### src/rtl/unary_product_accumulator.sv
// Unary product accumulator: measures serial unary runs, sums them into a binary
// accumulator and hands the sum downstream on flush over a valid/ready register.
module unary_product_accumulator #(
  parameter int BIN_BITS = 4,
  parameter int ACC_BITS = 16,
  parameter int CNT_BITS = 8
) (
  input  logic                clk,
  input  logic                reset_n,
  input  logic                in_unary,
  input  logic                flush,
  output logic [ACC_BITS-1:0] out_sum,
  output logic [CNT_BITS-1:0] out_count,
  output logic                out_sat,
  output logic                out_valid,
  input  logic                out_ready,
  output logic                busy
);

  localparam int U_BITS   = 1 << BIN_BITS;
  localparam int RUN_BITS = $clog2(U_BITS * U_BITS) + 1;
  localparam int SUM_W    = ((ACC_BITS > RUN_BITS) ? ACC_BITS : RUN_BITS) + 1;
  localparam logic [ACC_BITS-1:0] ACC_MAX = '1;
  localparam logic [CNT_BITS-1:0] CNT_MAX = '1;
  localparam logic [RUN_BITS-1:0] RUN_MAX = '1;

  typedef enum logic {
    IDLE  = 1'b0,
    COUNT = 1'b1
  } state_t;

  state_t              state, state_next;
  logic [RUN_BITS-1:0] run, run_next;
  logic [ACC_BITS-1:0] acc, acc_next;
  logic [CNT_BITS-1:0] cnt, cnt_next;
  logic                sat, sat_next;
  logic                pending, pending_next;
  logic [ACC_BITS-1:0] out_sum_next;
  logic [CNT_BITS-1:0] out_count_next;
  logic                out_sat_next;
  logic                out_valid_next;

  logic                run_close;
  logic                mid_run;
  logic                out_free;
  logic                emit;
  logic [SUM_W-1:0]    sum_wide;
  logic                acc_ovf;
  logic [ACC_BITS-1:0] acc_closed;
  logic [CNT_BITS-1:0] cnt_closed;

  assign run_close  = (state == COUNT) && !in_unary;
  assign mid_run    = (state == COUNT) && in_unary;
  assign sum_wide   = SUM_W'(acc) + SUM_W'(run);
  assign acc_ovf    = sum_wide > SUM_W'(ACC_MAX);
  assign acc_closed = acc_ovf ? ACC_MAX : sum_wide[ACC_BITS-1:0];
  assign cnt_closed = (cnt == CNT_MAX) ? cnt : cnt + 1'b1;

  // Output handshake: a result is transferred on any edge where out_valid and
  // out_ready are both high; while out_valid=1 and out_ready=0 the result holds
  // still. The register counts as free when empty or retiring on this edge, so a
  // new result may load in the same edge the old one leaves.
  assign out_free = !out_valid || out_ready;

  // A flush (fresh or pending) never splits an open run; it waits for the run to
  // close and then includes it.
  assign emit = (flush || pending) && !mid_run && out_free;

  assign busy = (state == COUNT) || pending;

  always_comb begin
    state_next     = state;
    run_next       = run;
    acc_next       = acc;
    cnt_next       = cnt;
    sat_next       = sat;
    pending_next   = pending;
    out_sum_next   = out_sum;
    out_count_next = out_count;
    out_sat_next   = out_sat;
    out_valid_next = out_valid && !out_ready;

    case (state)
      IDLE: begin
        if (in_unary) begin
          run_next   = RUN_BITS'(1);
          state_next = COUNT;
        end
      end
      COUNT: begin
        if (in_unary) begin
          if (run == RUN_MAX) begin
            sat_next = 1'b1;
          end else begin
            run_next = run + 1'b1;
          end
        end else begin
          acc_next   = acc_closed;
          cnt_next   = cnt_closed;
          sat_next   = sat || acc_ovf;
          state_next = IDLE;
        end
      end
      default: state_next = IDLE;
    endcase

    // Emission snapshots the totals after any closing run, then restarts them.
    if (emit) begin
      out_sum_next   = acc_next;
      out_count_next = cnt_next;
      out_sat_next   = sat_next;
      out_valid_next = 1'b1;
      acc_next       = '0;
      cnt_next       = '0;
      sat_next       = 1'b0;
      pending_next   = 1'b0;
    end else if (flush) begin
      pending_next = 1'b1;
    end
  end

  always_ff @(posedge clk or negedge reset_n) begin
    if (!reset_n) begin
      state     <= IDLE;
      run       <= '0;
      acc       <= '0;
      cnt       <= '0;
      sat       <= 1'b0;
      pending   <= 1'b0;
      out_sum   <= '0;
      out_count <= '0;
      out_sat   <= 1'b0;
      out_valid <= 1'b0;
    end else begin
      state     <= state_next;
      run       <= run_next;
      acc       <= acc_next;
      cnt       <= cnt_next;
      sat       <= sat_next;
      pending   <= pending_next;
      out_sum   <= out_sum_next;
      out_count <= out_count_next;
      out_sat   <= out_sat_next;
      out_valid <= out_valid_next;
    end
  end

endmodule

### config.mk
export PLATFORM = sky130hd
export DESIGN_NAME = unary_product_accumulator
export DESIGN_NICKNAME = d
export VERILOG_FILES = /design/src/rtl/unary_product_accumulator.sv
export SDC_FILE = /design/constraint.sdc
export NUM_CORES = 1
export LEC_CHECK = 0
export ABC_CLOCK_PERIOD_IN_PS = 3200
export CORE_ASPECT_RATIO = 1.25
export CORE_UTILIZATION = 59
export CTS_BUF_LIST = sky130_fd_sc_hd__clkbuf_8
export DETAILED_ROUTE_END_ITERATION = 10
export GPL_TIMING_DRIVEN = 1
export HOLD_SLACK_MARGIN = 0.12
export PLACE_DENSITY = 0.93
export SLEW_MARGIN = 20
export SYNTH_ARGS = -nofsm -noshare
export SYNTH_HDL_FRONTEND = slang
export SYNTH_SLANG_ARGS = --single-unit
### constraint.sdc
create_clock -name clk -period 3.2 [get_ports clk]
set_input_delay 0.48 -clock clk [delete_from_list [all_inputs] [get_ports clk]]
set_output_delay 0.48 -clock clk [all_outputs]
set_load 0.005 [all_outputs]
# Word level (Yosys, flattened, before mapping)
# Cells that the tools add are included.
# op_classes
reduce_logical	13
mux	20
n_addsub	3
eq_ne	5
bitwise_logic	1
magnitude_cmp	1
# op_table
op	n
$mux W16	4
$mux W8	4
$mux W9	3
$pmux W9 S2	1
$add A16 B9 Y17	1
$gt A17 B16 Y1 const B	1
$add A9 B1 Y9 const B	1
$eq A9 B9 Y1 const B	1
$add A8 B1 Y8 const B	1
$eq A8 B8 Y1 const B	1
$mux W1	8
$ne A2 B2 Y1 const B	3
$logic_and A1 B1 Y1	4
$logic_or A1 B1 Y1	4
$logic_not A1 Y1	3
$reduce_and A3 Y1	1
$reduce_bool A2 Y1	1
$not A1 Y1	1
# word_totals
in_bits	5
wordCells	53
out_inout_bits	27
ff_bits	62

# Depth between registers and ports, before layout
# Gate-level depths: netlist of the first run.
# logic_depth
word_depth	6
mapped_depth	10

# Worst setup path before layout of the first run
# OpenSTA, ideal clock, no wires.
# synth_path
path_type	register to register
startpoint	reg run[0]
endpoint	reg out_sum[1]
n_path_buf	1
arrival_ns	2.264
slack_ns	0.872
stages_incl_launch_ff	11
required_time_ns	3.136
setup_time_ns	0.064
path_cell_list	dfrtp_1 ha_1 inv_1 fa_1 nand2b_1 a21oi_2 nor4_2 or3_1 buf_6 a311oi_1 a21o_1
# synth_via
elab_chain_len	5
# synth_lines
element	line_no	source
from (decl)	33	logic [RUN_BITS-1:0] run, run_next;
from (signal assigned)	136	run <= run_next;
$add A16 B9 Y17 (*)	54	assign sum_wide = SUM_W'(acc) + SUM_W'(run);
$gt A17 B16 Y1	55	assign acc_ovf = sum_wide > SUM_W'(ACC_MAX);
$mux W16 (*)	56	assign acc_closed = acc_ovf ? ACC_MAX : sum_wide[ACC_BITS-1:0];
$mux W16 (*)	91	if (in_unary) begin
$mux W16 (*)	83	case (state)
to (signal assigned)	141	out_sum <= out_sum_next;
to (decl)	12	output logic [ACC_BITS-1:0] out_sum,
# Mark *: on every way between the ends. The rest lies on a longest branch, timed or not.
# A chain may end at the register's enable or synchronous reset.

# Worst setup path in the final report of the first run
# layout_path
startpoint	reg run[0]
endpoint	reg out_sum[6]
# The elaborated chain is that of the path after synthesis.

==> results by group, run 1 <==
Synth
  • Syn Nets: 364
  • Synth cell count leaders: dfrtp_1 (62), nand2_1 (43), nor2_1 (37)
  • Post-synth EDFFs: 0
  • Top cell type's share of synthesized area: 0.479
  • FFs w/ async S/R, synth: 1.00
  • Syn avg cell area: 9.36 µm²
  • Area contributors post-synth: dfrtp_1 (48%), nand2_1 (5.0%), ha_1 (4.6%)
  • Mapped Cells: 346
  • Top_reg_cell synth: dfrtp_1
  • Sequential element share of the synthesized area: 0.479
  • Synthesized area: 3240 µm²
  • Synth warnings: 0
  • Area leader, netlist: dfrtp_1
  • Synth Register Bits: 62
  • Top-count cell post-synth: dfrtp_1
  • Yosys cell types: 53

STA
  • Setup Skew: 13.1 ps
  • Hold slack: 108 ps
  • RSZ-0062 raised after global routing: no
  • Max Transition Viols Final: 0
  • Slew Limit Headroom: 0.623
  • Fin. Hold Viols: 0
  • FMAX: 0.381 GHz
  • Setup TNS: 0 ps
  • Measured slew at the worst slew-check pin: 565 ps
  • Period Utilization, post-route: 0.821
  • Worst setup margin: 574 ps
  • Final setup fails: 0
  • Crit path time final: 2630 ps

Layout
  • Post-Layout Cell Count: 442
  • Layout area overhead: 17.1%
  • Final instance area: 3790 µm²
  • # diodes: 0
  • Filler instances: 365
  • Layout cell share with drive strength beyond 1: 0.0868
  • Area of the multi-input gates: 1560 µm²
  • Sequential standard cell area: 1550 µm²
  • Nets@finish: 393

CTS
  • Clk sinks: 62
  • Post-cts gate resize count: 0
  • Postcts setup bufs: 0
  • H-tree depth: 3
  • Num CTS Buffers: 9
  • CTS tree: done
  • Clk buf depth: 2
  • Worst skew pair latency: 350 ps
  • Root buffer cell: clkbuf_8
  • Hold Buf Count CTS: 0
  • CTS clk-pin slew, worst paths: 80 ps

Route
  • Via density per instance: 6.19
  • Drt drc: 0
  • Final antenna-violating net count: 0
  • DR iter-0 viols: 216
  • Via Count: 2736
  • DR pass1 iterations: 4
  • Routed WL: 7280 µm
  • WL/cell: 16.5 µm

Setup path
  • CP endpoint kind: flop
  • WP data arrival: 2910 ps
  • WP data required: 3480 ps
  • Critical path fanouts, max: 7
  • Startpoint types: flop
  • CP Class: flop to flop

Floorplan
  • Initial core utilization: 0.624
  • I/O Pins: 32
  • Core area: 5190 µm²
  • Chip height: 84.8 µm
  • Die footprint: 5790 µm²
  • Row count: 29
  • Die width: 68.3 µm

Outcome
  • Outcome: finished clean

Pwr
  • Leak: 1.69 nW
  • Pint: 1.52 mW
  • Comb power frac: 0.189
  • Switching Fraction: 0.287
  • Worst-case vdd ir drop: 0.000381 V
  • Sw power: 0.609 mW
  • PwrDens: 560 nW/µm²
  • Clk pwr share: 0.376
  • Reg power frac: 0.435

Place
  • Dpl hpwl: 4900 µm
  • Port Buffer Count: 31
  • Routability Congestion: 0.911
  • Placed cell count: 426
  • Worst slack at placement: 673 ps
  • Placed cell area: 3560 µm²

GRT
  • Overflow after GRT: 0
  • All-layer global routing usage: 0.289
  • Initial antenna violation count: 0
  • Largest net degree at the start of global routing: 48
  • Vias in the first global route: 2680
  • Global-route wire length before repair: 12400 µm

Worst hold path
  • Hold Path Class: primary input to async pin

Job
  • Max-Cap Viols: 0
metal layers:
metal,track usage,part of all wire,vias up
met3,0.0632,0.054,26
met4,0.163,0.040,0
li1,-,-,1278
met1,0.357,0.41,1329
met5,0,0,-
met2,0.459,0.50,103
power groups by stage:
| stage | Sequential, mW | Clock (mW) | Combinational [mW] |
|---|---|---|---|
| 2_1_floorplan | 0.927 | 0 | 0.237 |
| 5_1_grt | 0.934 | 0.836 | 0.454 |
| 3_5_place_dp | 0.937 | 0 | 0.398 |
| 4_1_cts | 0.925 | 0.803 | 0.402 |
| 6_report | 0.926 | 0.799 | 0.402 |
| 3_3_place_gp | 0.936 | 0 | 0.382 |
stage by stage:
| step | power [mW] | util |
|---|---|---|
| finish | 2.13 | 0.731 |
| global route | 2.22 | 0.731 |
| CTS | 2.13 | 0.731 |
| detailed placement | 1.34 | 0.687 |
| global placement | 1.32 | 0.687 |
| floorplan | 1.16 | - |
layout make-up:
cell class / instances / area share
Inverter: 10 / 0.00989
Clock buffer: 10 / 0.0363
Sequential cell: 62 / 0.409
Clock inverter: 6 / 0.0244
Timing Repair Buffer: 36 / 0.0903
Multi-Input combinational cell: 256 / 0.410
Tap cell: 62 / 0.0204
kinds of logic (layout without fill, tap and decap cells):
family	count (synthesis)	after routing	synth area share
compound gates	73	73	0.142
xor+xnor	12	12	0.0324
fa+ha+maj	13	13	0.0525
buf+inv	28	62	0.0409
flops	62	62	0.479
mux	8	8	0.0255
simple gates	150	150	0.228
critical path, cell delays in order, from the launching register on:
cell,delay [ps]
dfrtp_1,410
ha_1,200
inv_1,60
fa_1,380
nand2b_1,190
a21oi_2,220
nor4_2,80
or3_1,510
a311oi_1,390
a21o_1,130
placed cells by master (no fill, tap or decap), types with 5 or more instances in the layout:
cell              n
o31ai_1           9
o21ai_0          23
buf_4             5
nand2b_1          6
mux2i_1           6
ha_1             12
a21oi_1          16
nor2_1           37
nand4_1           7
a311oi_1          6
inv_1            10
nand2_1          43
clkdlybuf4s50_1  30
nand3_1          17
clkbuf_8         10
nor3_1           12
xor2_1            9
dfrtp_1          62
sequential cells by signal (all words and copies together), names as in the netlist:
signal,cells
out_valid,1
acc,16
out_sat,1
sat,1
run,9
out_sum,16
cnt,8
state,1
out_count,8
pending,1
worst paths after layout:
check / slack (ps) / endpoint / cells past startpoint / startpoint
hold / removal: 110 / run[5] / 1 / reset_n
setup / recovery: 570 / out_sum[6] / 9 / run[0]
hold reg to reg: 480 / out_sum[4] / 2 / out_sum[4]
max in group asynchronous: 2200 / run[0] / 2 / reset_n
min in group clk: 480 / out_sum[4] / 2 / out_sum[4]
setup reg to reg: 570 / out_sum[6] / 9 / run[0]
Note: power is estimated with default switching activity, not from simulation.
==> run 2: changes to the inputs <==
--- a/config.mk
+++ b/config.mk
@@ -5,7 +5,7 @@
 export SDC_FILE = /design/constraint.sdc
 export NUM_CORES = 1
 export LEC_CHECK = 0
-export ABC_CLOCK_PERIOD_IN_PS = 3200
+export ABC_CLOCK_PERIOD_IN_PS = 2700
 export CORE_ASPECT_RATIO = 1.25
 export CORE_UTILIZATION = 59
 export CTS_BUF_LIST = sky130_fd_sc_hd__clkbuf_8
==> constraint.sdc (replaced) <==
create_clock -name clk -period 2.7 [get_ports clk]
set_input_delay 0.405 -clock clk [delete_from_list [all_inputs] [get_ports clk]]
set_output_delay 0.405 -clock clk [all_outputs]
set_load 0.005 [all_outputs]
==> results by group, run 2 (synthesized netlist as in run 1, its figures left out) <==
Pwr
  • Pint: 1.82 mW (+20%)
  • Clk pwr share: 0.365 (-0.011)
  • PwrDens: 656 nW/µm² (+17%)
  • Comb power frac: 0.197 (+0.008)
  • Switching Fraction: 0.278 (-0.00904)
  • Leak: 1.72 nW (+1.8%)
  • Worst-case vdd ir drop: 0.000456 V (+20%)
  • Sw power: 0.698 mW (+15%)
  • Reg power frac: 0.438 (+0.003)

Layout
  • Nets@finish: 398 (+1.3%)
  • Most frequent cells in the layout: dfrtp_1 (62), nand2_1 (43), nor2_1 (37)
  • # diodes: 0 (unchanged)
  • Top flop regs: acc: 16 flops, out_sum: 16 flops, run: 9 flops
  • Layout cell share with drive strength beyond 1: 0.0990 (+0.0121)
  • Layout area overhead: 18.4%
  • Most common cell after layout, fill and taps aside: dfrtp_1

Floorplan
  • Initial core utilization: 0.624 (unchanged)
  • Die width: 68.3 µm (unchanged)
  • Core area: 5190 µm² (unchanged)
  • Row count: 29 (unchanged)
  • I/O Pins: 32 (unchanged)
  • Chip height: 84.8 µm (unchanged)
  • Die footprint: 5790 µm² (unchanged)

Route
  • WL/cell: 16.8 µm (+2.2%)
  • Via Count: 2772 (+1.3%)
  • Via density per instance: 6.22 (+0.41%)
  • Final antenna-violating net count: 0 (unchanged)
  • DR pass1 iterations: 5 (+1)
  • DR iter-0 viols: 196 (-9.3%)
  • Drt drc: 0 (unchanged)
  • Routed WL: 7510 µm (+3.1%)

CTS
  • H-tree depth: 3 (unchanged)
  • Clk sinks: 62 (unchanged)
  • Clk buf depth: 2 (unchanged)
  • Worst skew pair latency: 340 ps (about the same)
  • CTS tree: done
  • Num CTS Buffers: 9 (unchanged)
  • CTS clk-pin slew, worst paths: 70 ps (about the same)
  • Root buffer cell: clkbuf_8
  • Postcts setup bufs: 0 (unchanged)

STA
  • Period Utilization, post-route: 0.937 (+0.116)
  • RSZ-0062 raised after global routing: no
  • Setup TNS: 0 ps (unchanged)
  • Crit path time final: 2530 ps (-96.2 ps)
  • Setup Skew: 4.87 ps (-8.18 ps)
  • Fin. Hold Viols: 0 (unchanged)
  • Slew Limit Headroom: 0.692 (+0.0692)
  • FMAX: 0.395 GHz (+3.8%)
  • Final setup fails: 0 (unchanged)
  • Worst setup margin: 170 ps (-404 ps)
  • Max Transition Viols Final: 0 (unchanged)
  • Measured slew at the worst slew-check pin: 462 ps (-104 ps)

Setup path
  • Worst path max stage delay: 440 ps (-70 ps)
  • CP endpoint kind: flop
  • Startpoint types: flop
  • Setup crit start: run[0]
  • CP top delay family: simple AND/OR/NAND/NOR gates
  • WP data arrival: 2810 ps (-100 ps)
  • Critical path fanouts, max: 7 (unchanged)
  • Crit Reg-Reg Startpoint: run[0]
  • WP data required: 2980 ps (-500 ps)
  • Buf+Inv Stages, Crit Path: 1 (unchanged)
  • Worst path cell trace: ha_1 > inv_1 > fa_1 > nand2b_1 > a21oi_2 > nor4_2 > or3_4 > a311oi_1 > a21o_1
  • CP Class: flop to flop
  • Crit-path slowest cell: or3_4

GRT
  • Initial antenna violation count: 0 (unchanged)
  • All-layer global routing usage: 0.288 (-0.00187)
  • Largest net degree at the start of global routing: 48 (unchanged)
  • Vias in the first global route: 2741 (+2.3%)
  • Global-route wire length before repair: 12500 µm (+0.83%)
  • Overflow after GRT: 0 (unchanged)

Place
  • Worst slack at placement: 181 ps (-493 ps)
  • Dpl hpwl: 5130 µm (+4.6%)
  • Routability Congestion: 0.890 (-2.4%)
  • Port Buffer Count: 31 (unchanged)

Worst hold path
  • Hold path startpoint: out_sum[9]
  • Hold Path Class: flop to flop

Job
  • Max-Cap Viols: 0 (unchanged)

Outcome
  • Outcome: finished clean
-- run 2: cell types whose count changed in the layout (fill, tap and decap cells not counted), moves of 2 or more --
cell and delta:
inv_6 -2, clkinvlp_4 -2, clkinv_2 +2, buf_4 +4
-- run 2: final cells by class --
type / instances / area (µm²)
Sequential cell: 62 / 1550
Fill cell: 361 / 1350
Inverter: 10 / 37.5
Clock inverter: 4 / 70.1
Multi-Input combinational cell: 256 / 1570
Tap cell: 62 / 77.6
Timing Repair Buffer: 41 / 383
Clock buffer: 11 / 151
-- run 2: worst paths after layout --
kind                               end  slack (ps)  cells after the start
max                         out_sum[6]         170                      9
min reg2reg                 out_sum[9]         480                      2
min in group asynchronous        state         510                      2
max reg2reg                 out_sum[6]         170                      9
min                         out_sum[9]         480                      2
max in group asynchronous  out_sum[15]        1530                      3
-- run 2: worst min-delay path, cell delays in order (launching register included) --
cell and delay [ps]:
dfrtp_1 340, nand2_1 50, o31ai_1 60
-- run 2: metal layers --
metal,global-route usage,share of wire,vias up,wire length [µm]
met5,0,0,-,0
met4,0.127,0.031,0,235
met3,0.0632,0.061,31,456
met2,0.474,0.51,119,3820
met1,0.353,0.40,1321,3000
li1,-,-,1301,-
-- run 2: power by group through the flow --
| stage | Sequential (mW) | Clock (mW) | Combinational [mW] |
|---|---|---|---|
| after floorplan | 1.10 | 0 | 0.281 |
| after global placement | 1.11 | 0 | 0.460 |
| after detailed placement | 1.11 | 0 | 0.484 |
| after CTS | 1.10 | 0.924 | 0.492 |
| after global routing | 1.11 | 0.962 | 0.549 |
| final | 1.10 | 0.919 | 0.494 |
-- run 2: repair_timing --
action                     4_1_cts  5_1_grt
setup endpoints to repair        0        3
gates resized for setup          0        2
hold buffers                     1        0
hold endpoints to repair        14        0
-- run 2: per-stage QoR --
stage	power [mW]	hold WS [ps]	util	cells	area [µm²]
after floorplan	1.38	109	-	346	3240
after global placement	1.57	318	0.693	430	3590
after detailed placement	1.60	328	0.693	430	3590
after CTS	2.52	487	0.737	446	3830
after global routing	2.62	509	0.739	446	3840
final	2.52	479	0.739	446	3840
